==> src/rtl/dmux.sv <==
// dmux: 1-to-2 demultiplexer with registered outputs and saturating per-route nonzero counters
module dmux #(
    parameter int WIDTH = 1,
    parameter int CNT_W = 8
) (
    input  logic             clk,
    input  logic             rst_n,
    input  logic             clr,
    input  logic [WIDTH-1:0] in,
    input  logic             sel,
    output logic [WIDTH-1:0] a,
    output logic [WIDTH-1:0] b,
    output logic [WIDTH-1:0] a_q,
    output logic [WIDTH-1:0] b_q,
    output logic [CNT_W-1:0] cnt_a,
    output logic [CNT_W-1:0] cnt_b
);
    logic [WIDTH-1:0] a_d, b_d;
    logic [CNT_W-1:0] cnt_a_d, cnt_b_d, cnt_a_q, cnt_b_q;
    logic             hit;

    always_comb begin
        a_d = sel ? '0 : in;
        b_d = sel ? in : '0;
        hit = in != '0;
        cnt_a_d = clr ? '0 : (hit && !sel && cnt_a_q != '1) ? cnt_a_q + CNT_W'(1) : cnt_a_q;
        cnt_b_d = clr ? '0 : (hit && sel && cnt_b_q != '1) ? cnt_b_q + CNT_W'(1) : cnt_b_q;
    end

    always_ff @(posedge clk or negedge rst_n) begin
        if (!rst_n) begin
            a_q     <= '0;
            b_q     <= '0;
            cnt_a_q <= '0;
            cnt_b_q <= '0;
        end else begin
            a_q     <= a_d;
            b_q     <= b_d;
            cnt_a_q <= cnt_a_d;
            cnt_b_q <= cnt_b_d;
        end
    end

    assign a     = a_d;
    assign b     = b_d;
    assign cnt_a = cnt_a_q;
    assign cnt_b = cnt_b_q;
endmodule

==> config.mk <==
export PLATFORM = sky130hd
export DESIGN_NAME = dmux
export DESIGN_NICKNAME = d
export VERILOG_FILES = /design/src/rtl/dmux.sv
export SDC_FILE = /design/constraint.sdc
export NUM_CORES = 1
export LEC_CHECK = 0
export ABC_AREA = 1
export BUFFER_PORTS_ARGS = -buffer_cell sky130_fd_sc_hd__buf_2
export CAP_MARGIN = 10
export CORE_ASPECT_RATIO = 0.75
export CORE_MARGIN = 3
export CORE_UTILIZATION = 35
export DETAILED_ROUTE_END_ITERATION = 10
export GPL_ROUTABILITY_DRIVEN = 0
export GPL_TIMING_DRIVEN = 1
export SKIP_LAST_GASP = 1
export SLEW_MARGIN = 10
export SYNTH_ARGS = -nofsm -noshare
export SYNTH_HDL_FRONTEND = slang
export SYNTH_SLANG_ARGS = --single-unit
==> constraint.sdc <==
create_clock -name clk -period 1.44 [get_ports clk]
set_input_delay 0.072 -clock clk [delete_from_list [all_inputs] [get_ports clk]]
set_output_delay 0.072 -clock clk [all_outputs]
set_load 0.005 [all_outputs]
Word-level counts from Yosys, hierarchy flattened:

Index checks and enable logic that the tools add are counted.
W data, S select, Z words.

* register bits after elaboration: 18

* equality and inequality tests: 2
* reduce and logical (&&, ||, !) cells: 7
* mux-type cells: 6
* $add $sub $neg: 2

Operator list (count)
* $mux W8: 4
* $add A8 B1 Y8 const B: 2
* $ne A8 B8 Y1 const B: 2
* $logic_and A1 B1 Y1: 4
* $reduce_bool A2 Y1: 2
* $mux W1: 2
* $logic_not A1 Y1: 1

Longest topological paths before layout:

Gate-level depths: netlist (run 1).

* word-level depth: 5
* depth in mapped cells: 9
* depth with buffers taken out: 9

Worst setup path before layout (run 1):

No wires, ideal clock.

* kind: reg-to-reg
* from: reg cnt_a_q[0] (netlist: cnt_a[0])
* to: reg cnt_a_q[7] (netlist: cnt_a[7])
* arrival: 1.209 ns
* path buffers: 0
* slack: 0.166 ns
* required time: 1.375 ns
* cell stages (with the launch flop): 9
* library setup time: 0.065 ns
* cells stage by stage: dfrtp_1 > ha_1 > nand2_1 > nor2_2 > nand2_1 > nand2_4 > nor2_2 > nand3_1 > nand2_1

* longest elaborated chain between the ends: 3
* elaborated cells on any way between the ends: 6
* those cells by class: add/sub (1); eq/ne (1); mux (2); reduce/logical (2)

Ends and longest elaborated chain
* start, declared: RTL line 19 `logic [CNT_W-1:0] cnt_a_d, cnt_b_d, cnt_a_q, cnt_b_q;`
* start signal, assigned: RTL line 39 `cnt_a_q <= cnt_a_d;`
* $add A8 B1 Y8 / $ne A8 B8 Y1 (equally long branches): RTL line 26 `cnt_a_d = clr ? '0 : (hit && !sel && cnt_a_q != '1) ? cnt_a_q + CNT_W'(1) : cnt_a_q;`
* $mux W8 / $logic_and A1 B1 Y1 (equally long branches): RTL line 26
* $mux W8 / $reduce_bool A2 Y1 (equally long branches)

Parallel ways exist; a longest one is shown, timed or not. The select of a mux whose other input is x is not followed.
A chain may end at the register's enable or synchronous reset.

Worst setup path in the final report (run 1):

* from: reg cnt_a_q[1] (netlist: cnt_a[1])
* to: reg cnt_a_q[7] (netlist: cnt_a[7])

The elaborated chain is that of the path after synthesis.

==> results of run 1 <==
## layout make-up
type / instances / area share (%)
Inverter: 16 / 5.50
Clock buffer: 3 / 3.24
Multi-Input combinational cell: 102 / 42.1
Tap cell: 36 / 3.53
Sequential cell: 18 / 35.4
Timing Repair Buffer: 25 / 10.2
## how the worst max path moves through the flow
stage / to / slack [ns] / cells past startpoint
3_5_place_dp: cnt_a[7] / -0.03 / 8
4_1_cts: cnt_a[7] / 0.02 / 8
3_3_place_gp: cnt_a[7] / 0.02 / 8
6_report: cnt_a[7] / 0.08 / 8
5_1_grt: cnt_a[7] / 0.009 / 8
2_1_floorplan: cnt_a[7] / 0.17 / 8
## metal layers
metal	vias up	GRT usage, %	wire (µm)
met5	-	0	0
met4	0	3.25	0
met3	0	4.74	102
met2	19	23.3	1010
met1	431	16.3	1140
li1	489	-	-
## metrics by stage
step	std cells	setup slack (ns)
2_1_floorplan	137	0.166
3_3_place_gp	195	0.0151
3_5_place_dp	195	-0.0310
4_1_cts	199	0.0228
5_1_grt	200	0.00908
6_report	200	0.0824
## cell usage in the layout, fill, tap and decap left out, drive strengths merged, types with 2 or more instances in the layout
master / netlist / layout
a21oi: 2 / 2
buf: 2 / 24
clkbuf: 0 / 3
clkinv: 2 / 2
dfrtp: 18 / 18
ha: 2 / 2
inv: 14 / 14
nand2: 51 / 52
nand3: 17 / 17
nor2: 18 / 18
xor2: 5 / 5
## flip-flops by register name, summed over array words and instances (netlist names)
name   flops
cnt_b      8
a_q        1
cnt_a      8
b_q        1
## cells by family (layout without fill, tap and decap cells)
group	after synthesis	in the layout	share of synthesized area, %
and+or+nand+nor	88	89	38.9
xor gates and xnor gates	5	5	4.17
adders and majority gates	2	2	2.38
DFF	18	18	42.9
AOI/OAI and AO/OA	6	6	3.46
buffers and inverters	18	44	8.22
## power by group through the flow
stage                logic, W  clock network (W)  registers (W)
floorplan           0.0000566                  0       0.000539
global placement    0.0000965                  0       0.000538
detailed placement  0.0000979                  0       0.000539
CTS                  0.000102           0.000355       0.000529
global route         0.000118           0.000372       0.000533
finish               0.000102           0.000343       0.000530
## what timing repair did
| item | 4_1_cts | 5_1_grt |
|---|---|---|
| resized for setup | 1 | 5 |
| cloned | 0 | 1 |
| setup endpoints to repair | 4 | 10 |
| endpoints found under the hold margin | 18 | 0 |
| pin swaps | 0 | 1 |
| hold buffers | 1 | 0 |
==> flow_summary.yaml, run 1 <==
sta:
  tightest_slew_ns: 0.415
  drv_slew: 0
  max_slew_margin_pct: 72.3
  whs_ns: 0.0439
  fin_crit_ns: 1.36
  clock.fmax_mhz: 737
  tns_ns: 0
  hold_viol: 0
  finalCritPeriodShare_pct: 94.3
  setup_viol: 0
  rsz0062_at_grt: "false"
  fin_skew_ns: 0.00319
routing:
  drt-wirelength-per-cell_um: 11.3
  drcViolationCount: 0
  vias: 939
  drt_first_pass_iters: 4
  drtIter0Drc: 43
  viasPerCell: 4.70
  drt-total-wl_um: 2250
  ant_nets: 0
setup_path:
  path_class: "flip-flop to flip-flop"
  path_buf_inv: 0
  slowest_stage: "dfrtp_1"
  r2r_start: "cnt_a[1]"
  crit_family: "simple AND/OR/NAND/NOR gates"
  start_kind: "flip-flop"
  cp-startpoint: "cnt_a[1]"
  cp.arrival_ns: 1.55
  worst_r2r_path_depth: 8
  reg2reg_setup_slack_ns: 0.08
  critPathRequiredTime_ns: 1.63
  worstPathMaxFanout: 5
  slowest_delay_ns: 0.42
  crit_path_end_kind: "flip-flop"
  cp_cell_sequence: "ha_2, nand2_2, nor2_4, nand2_2, nand2_4, nor2_4, nand3_1, nand2_1"
  r2r-end: "cnt_a[7]"
synthesis:
  yosysMostFrequentCell: "nand2_1"
  netlist_area_um2: 1050
  synth_nets: 144
  ys.flop_type: "dfrtp_1"
  synth_top_area_share_pct: 42.9
  synth-seq-cells: 18
  async_reset_ff_share_pct: 100
  synthTopCellsByArea: "dfrtp_1 (43%), nand2_1 (16%), nand3_1 (8.1%), nor2_1 (4.6%), inv_1 (4.3%)"
  netlist-cell-type-count: 24
  synth-edff-count: 0
  ys_seq_area_share_pct: 42.9
  synth_top_area_cell: "dfrtp_1"
  synth_common_cells: "nand2_1 (45), dfrtp_1 (18), nand3_1 (17), nor2_1 (13), inv_1 (12)"
  avgSynthCellArea_um2: 7.66
  ys_warn_count: 0
  synthCells: 137
global_routing:
  antenna_found_initial: 0
  grt_pass1_vias: 890
  grt_pass1_wl_um: 3930
  grt_overflow: 0
  grt_usage_pct: 13.5
  grt_start_max_net_pins: 19
power:
  p_sw_w: 0.000235
  seq_power_share_pct: 54.4
  leakagePower_nw: 0.722
  p_int_w: 0.000740
  pwr-share-clk_pct: 35.1
  power_density_nw_per_um2: 764
  power_w: 0.000975
  comb_power_share_pct: 10.4
  swShare_pct: 24.1
  vdd_drop_max_mv: 0.538
floorplanning:
  core_um2: 2740
  io_pins: 25
  row_count: 16
  fp.dieH_um: 53.4
  die_area_um2: 3700
  die_x_um: 69.2
  start_util_pct: 38.3
place:
  placed_area_um2: 1200
  dp_hpwl_um: 1730
  portBuffers: 24
layout:
  fillers: 270
  design_area_um2: 1270
  multi_input_area_um2: 537
  seq_area_um2: 452
  final_core_util_pct: 46.5
  area_growth_syn_to_layout_pct: 21.5
  num_antenna_cells: 0
  drive_above_1_share_pct: 28.0
  fin_nets: 173
clock_tree:
  worstSkewPairLatency_ns: 0.25
  post_cts_buffers: 0
  cts.clk_slew.worst_paths_ns: 0.06
  htree_levels: 1
  cts_sinks: 18
  clockBufferDepth: 2
  cts_buffers: 3
  cts_tree: "built"
  cts-root-buf: "clkbuf_8"
min_path:
  min_from: "sel"
  hold_depth: 2
  whs_endpoint: "a_q"
  hp-class: "input pin to flip-flop"
flow_run:
  cap_violations: 0
status:
  status: "completed"
Note: power is estimated with default switching activity, not from simulation.
==> inputs of run 2 (changes only) <==
CORE_UTILIZATION = 50   (was 35)
CTS_CLUSTER_DIAMETER = 100   (was unset)
PLACE_DENSITY = 0.75   (was unset)
==> flow_summary.yaml, run 2 (synthesized netlist as in run 1, its figures left out) <==
status:
  status: "completed"
routing:
  drt_first_pass_iters: 4
  vias: 1021
  drt-wirelength-per-cell_um: 13.3
  drt-total-wl_um: 2560
  ant_nets: 0
  drtIter0Drc: 26
  viasPerCell: 5.29
  drcViolationCount: 0
floorplanning:
  fp.dieH_um: 45.7
  io_pins: 25
  row_count: 13
  core_um2: 1850
  die_area_um2: 2690
  die_x_um: 58.9
  start_util_pct: 56.6
sta:
  fin_skew_ns: 0.00606
  max_slew_margin_pct: 72.4
  tightest_slew_ns: 0.414
  clock.fmax_mhz: 735
  drv_slew: 0
  tns_ns: 0
  whs_ns: 0.0591
  fin_crit_ns: 1.36
  setup_viol: 0
  hold_viol: 0
  finalCritPeriodShare_pct: 94.5
power:
  vdd_drop_max_mv: 0.754
  power_density_nw_per_um2: 747
  leakagePower_nw: 0.754
global_routing:
  top_usage_layer: "met2"
  grt_util_met2_pct: 33.0
  met3_usage_pct: 5.95
  grt_overflow: 0
  grt_usage_pct: 20.5
  grt_pass1_vias: 892
  antenna_found_initial: 0
  grt_start_max_net_pins: 19
  gr-usage-met1_pct: 27.1
  grt_pass1_wl_um: 4020
clock_tree:
  clockBufferDepth: 2
  cts_tree: "built"
  cts.clk_slew.worst_paths_ns: 0.11
  htree_levels: 1
  worstSkewPairLatency_ns: 0.31
  cts_sinks: 18
  cts_buffers: 3
  cts-root-buf: "clkbuf_4"
setup_path:
  crit_path_end_kind: "flip-flop"
  cp_cell_sequence: "ha_2, nand2_2, nor2_2, nand2_2, nand2_4, nand2_2, nand2_1, nand2_1"
  reg2reg_setup_slack_ns: 0.08
  worstPathMaxFanout: 5
  cp_common_cell: "nand2_2"
  critPathRequiredTime_ns: 1.65
  start_kind: "flip-flop"
  slowest_delay_ns: 0.40
  path_buf_inv: 0
  cp-startpoint: "cnt_a[0]"
  cp.arrival_ns: 1.57
  slowest_stage: "dfrtp_1"
  crit_family: "simple AND/OR/NAND/NOR gates"
  path_class: "flip-flop to flip-flop"
  r2r_start: "cnt_a[0]"
min_path:
  hp-class: "input pin to flip-flop"
  min_from: "in"
layout:
  area_growth_syn_to_layout_pct: 23.8
  num_antenna_cells: 0
  fillers: 153
  mostFrequentLayoutCells: "nand2_1 (42), buf_2 (24), dfrtp_1 (18)"
  multi_input_area_um2: 538
  drive_above_1_share_pct: 31.0
  mostFrequentLayoutCell: "nand2_1"
  seq_area_um2: 450
  fin_nets: 179
flow_run:
  cap_violations: 0
place:
  dp_hpwl_um: 1850
  portBuffers: 24
run 2: path summary, 6_finish.rpt:
kind / to / cells past startpoint
hold reg to reg: cnt_b[6] / 2
setup reg to reg: cnt_a[3] / 8
min in group asynchronous: cnt_b[4] / 2
hold / removal: a_q / 3
max in group asynchronous: a_q / 2
setup / recovery: cnt_a[3] / 8
run 2: repair_timing:
| item | CTS | global route |
|---|---|---|
| pin swaps | 0 | 2 |
| hold buffers | 2 | 0 |
| setup endpoints to repair | 3 | 12 |
| hold endpoints to repair | 19 | 0 |
| gates cloned | 0 | 1 |
| buffers inserted | 0 | 4 |
| resized for setup | 1 | 5 |
run 2: power breakdown:
group / internal (W) / switching, W
Combinational: 0.0000464 / 0.0000749
Clock: 0.000155 / 0.000168
Sequential: 0.000517 / 0.00000974
run 2: final cells by class:
class	count	area share, %
multi-input combinational	102	41.4
sequential	18	34.6
timing repair buffer	31	13.7
inverter	16	5.39
clock buffer	4	2.79
tap	22	2.12
run 2: worst reg2reg max path: stages (launching register included):
cell	delay, ns
dfrtp_1	0.40
ha_2	0.21
nand2_2	0.08
nor2_2	0.15
nand2_2	0.11
nand2_4	0.11
nand2_2	0.09
nand2_1	0.07
nand2_1	0.04
run 2: per-layer routing:
metal  vias to the layer above  wire, µm
li1                        497         -
met3                         4       191
met4                         0        24
met5                         -         0
met2                        36      1180
met1                       484      1160
run 2: metrics by stage:
step                util, %  total power [W]  std cells  setup slack [ns]  area [µm²]
finish                 70.1         0.000971        193            0.0798        1300
global route           70.1          0.00101        193          -0.00491        1300
floorplan                 -         0.000596        137             0.166        1050
detailed placement     64.1         0.000642        182            0.0151        1190
global placement       64.1         0.000638        182             0.105        1190
CTS                    67.4         0.000968        188            0.0148        1250
==> inputs of run 3 (changes only) <==
BUFFER_PORTS_ARGS = unset   (was -buffer_cell sky130_fd_sc_hd__buf_2)
DONT_BUFFER_PORTS = 1   (was unset)
PLACE_DENSITY = unset   (was 0.75)
==> flow_summary.yaml, run 3 (synthesized netlist as in run 1, its figures left out) <==
sta:
  clock.fmax_mhz: 731
  fin_crit_ns: 1.37
  setup_viol: 0
  max_slew_margin_pct: 45.5
  drv_slew: 0
  finalCritPeriodShare_pct: 95.0
  tns_ns: 0
  tightest_slew_ns: 0.815
  hold_viol: 0
  fin_skew_ns: 0.00691
  whs_ns: 0.141
min_path:
  min_from: "in"
  whs_endpoint: "cnt_a[4]"
  hp-class: "input pin to flip-flop"
  hold_depth: 4
clock_tree:
  cts.clk_slew.worst_paths_ns: 0.11
  clockBufferDepth: 2
  cts_buffers: 3
  htree_levels: 1
  cts_sinks: 18
  worstSkewPairLatency_ns: 0.30
  cts_tree: "built"
  cts-root-buf: "clkbuf_4"
setup_path:
  cp.arrival_ns: 1.59
  start_kind: "flip-flop"
  worst_r2r_path_depth: 7
  r2r_start: "cnt_a[1]"
  slowest_stage: "dfrtp_1"
  cp_cell_sequence: "ha_2, nand2_1, nor2_2, nand2_2, nand2_4, nand2_2, a21oi_1"
  critPathRequiredTime_ns: 1.67
  path_class: "flip-flop to flip-flop"
  r2r-end: "cnt_a[4]"
  slowest_delay_ns: 0.39
  crit_path_end_kind: "flip-flop"
  cp_common_cell: "nand2_2"
  worstPathMaxFanout: 5
  path_buf_inv: 0
  crit_family: "simple AND/OR/NAND/NOR gates"
  reg2reg_setup_slack_ns: 0.07
global_routing:
  grt_usage_pct: 19.4
  grt_overflow: 0
  antenna_found_initial: 0
  grt_pass1_wl_um: 3810
  grt_pass1_vias: 771
  grt_start_max_net_pins: 19
place:
  portBuffers: 0
  dp_hpwl_um: 1720
layout:
  drive_above_1_share_pct: 18.4
  seq_area_um2: 450
  fillers: 175
  mostFrequentLayoutCells: "nand2_1 (44), dfrtp_1 (18), nand3_1 (17)"
  area_growth_syn_to_layout_pct: 15.9
  fin_nets: 160
  mostFrequentLayoutCell: "nand2_1"
  num_antenna_cells: 0
  multi_input_area_um2: 529
routing:
  drt-wirelength-per-cell_um: 13.6
  drcViolationCount: 0
  wl_met2_um: 966
  m1WireLength_um: 1170
  vias: 927
  ant_nets: 0
  viasPerCell: 5.33
  dr.max_layer_used: "met4"
  drt_first_pass_iters: 4
  drtIter0Drc: 40
  drt-total-wl_um: 2370
  wl_met3_um: 218
flow_run:
  cap_violations: 0
floorplanning:
  die_x_um: 58.9
  die_area_um2: 2690
  io_pins: 25
  row_count: 13
  fp.dieH_um: 45.7
  start_util_pct: 56.6
  core_um2: 1850
power:
  vdd_drop_max_mv: 0.775
  leakagePower_nw: 0.654
  power_density_nw_per_um2: 788
status:
  status: "completed"
==> run 3: timing repair <==
action                                 4_1_cts  5_1_grt
setup endpoints to repair                    0        8
hold buffers                                 5        0
endpoints found under the hold margin       35        0
setup buffers                                0        2
gates resized for setup                      0        3
==> run 3: worst max-delay path by stage <==
stage	start	cells after the start	to	slack, ns
CTS	cnt_a[1]	8	cnt_a[7]	0.05
global placement	cnt_a[1]	8	cnt_a[7]	0.14
floorplan	cnt_a[0]	8	cnt_a[7]	0.17
detailed placement	cnt_a[1]	8	cnt_a[7]	0.08
finish	cnt_a[1]	7	cnt_a[4]	0.07
global route	cnt_a[1]	7	cnt_a[4]	-0.02
==> run 3: power breakdown <==
part	internal [W]	switching [W]	leakage, nW
clock network	0.000154	0.000164	0.0210
registers	0.000517	0.00000908	0.247
logic	0.0000426	0.0000711	0.386
==> run 3: area by class of cell <==
type | instances | share of cell area [%]
Clock buffer | 4 | 2.98
Inverter | 16 | 5.76
Multi-Input combinational cell | 102 | 43.5
Sequential cell | 18 | 37.0
Tap cell | 22 | 2.26
Timing Repair Buffer | 12 | 8.44
==> run 3: worst register-to-register path: stages (launching register included) <==
cell	delay, ns
dfrtp_1	0.39
ha_2	0.20
nand2_1	0.11
nor2_2	0.14
nand2_2	0.10
nand2_4	0.11
nand2_2	0.08
a21oi_1	0.16
==> run 3: per-layer routing <==
| metal | track usage, % | vias to the layer above |
|---|---|---|
| met3 | 7.65 | 3 |
| met4 | 4.07 | 0 |
| li1 | - | 460 |
| met2 | 25.3 | 47 |
| met5 | 0 | - |
| met1 | 29.7 | 417 |
==> run 3: stage by stage <==
step / area (µm²) / setup slack, ns / power [W] / instances / util [%]
floorplan: 1050 / 0.166 / 0.000596 / 137 / -
global placement: 1100 / 0.144 / 0.000614 / 162 / 59.2
detailed placement: 1100 / 0.0831 / 0.000617 / 162 / 59.2
CTS: 1180 / 0.0517 / 0.000962 / 171 / 63.9
global route: 1220 / -0.0181 / 0.00101 / 174 / 65.6
finish: 1220 / 0.0724 / 0.000958 / 174 / 65.6
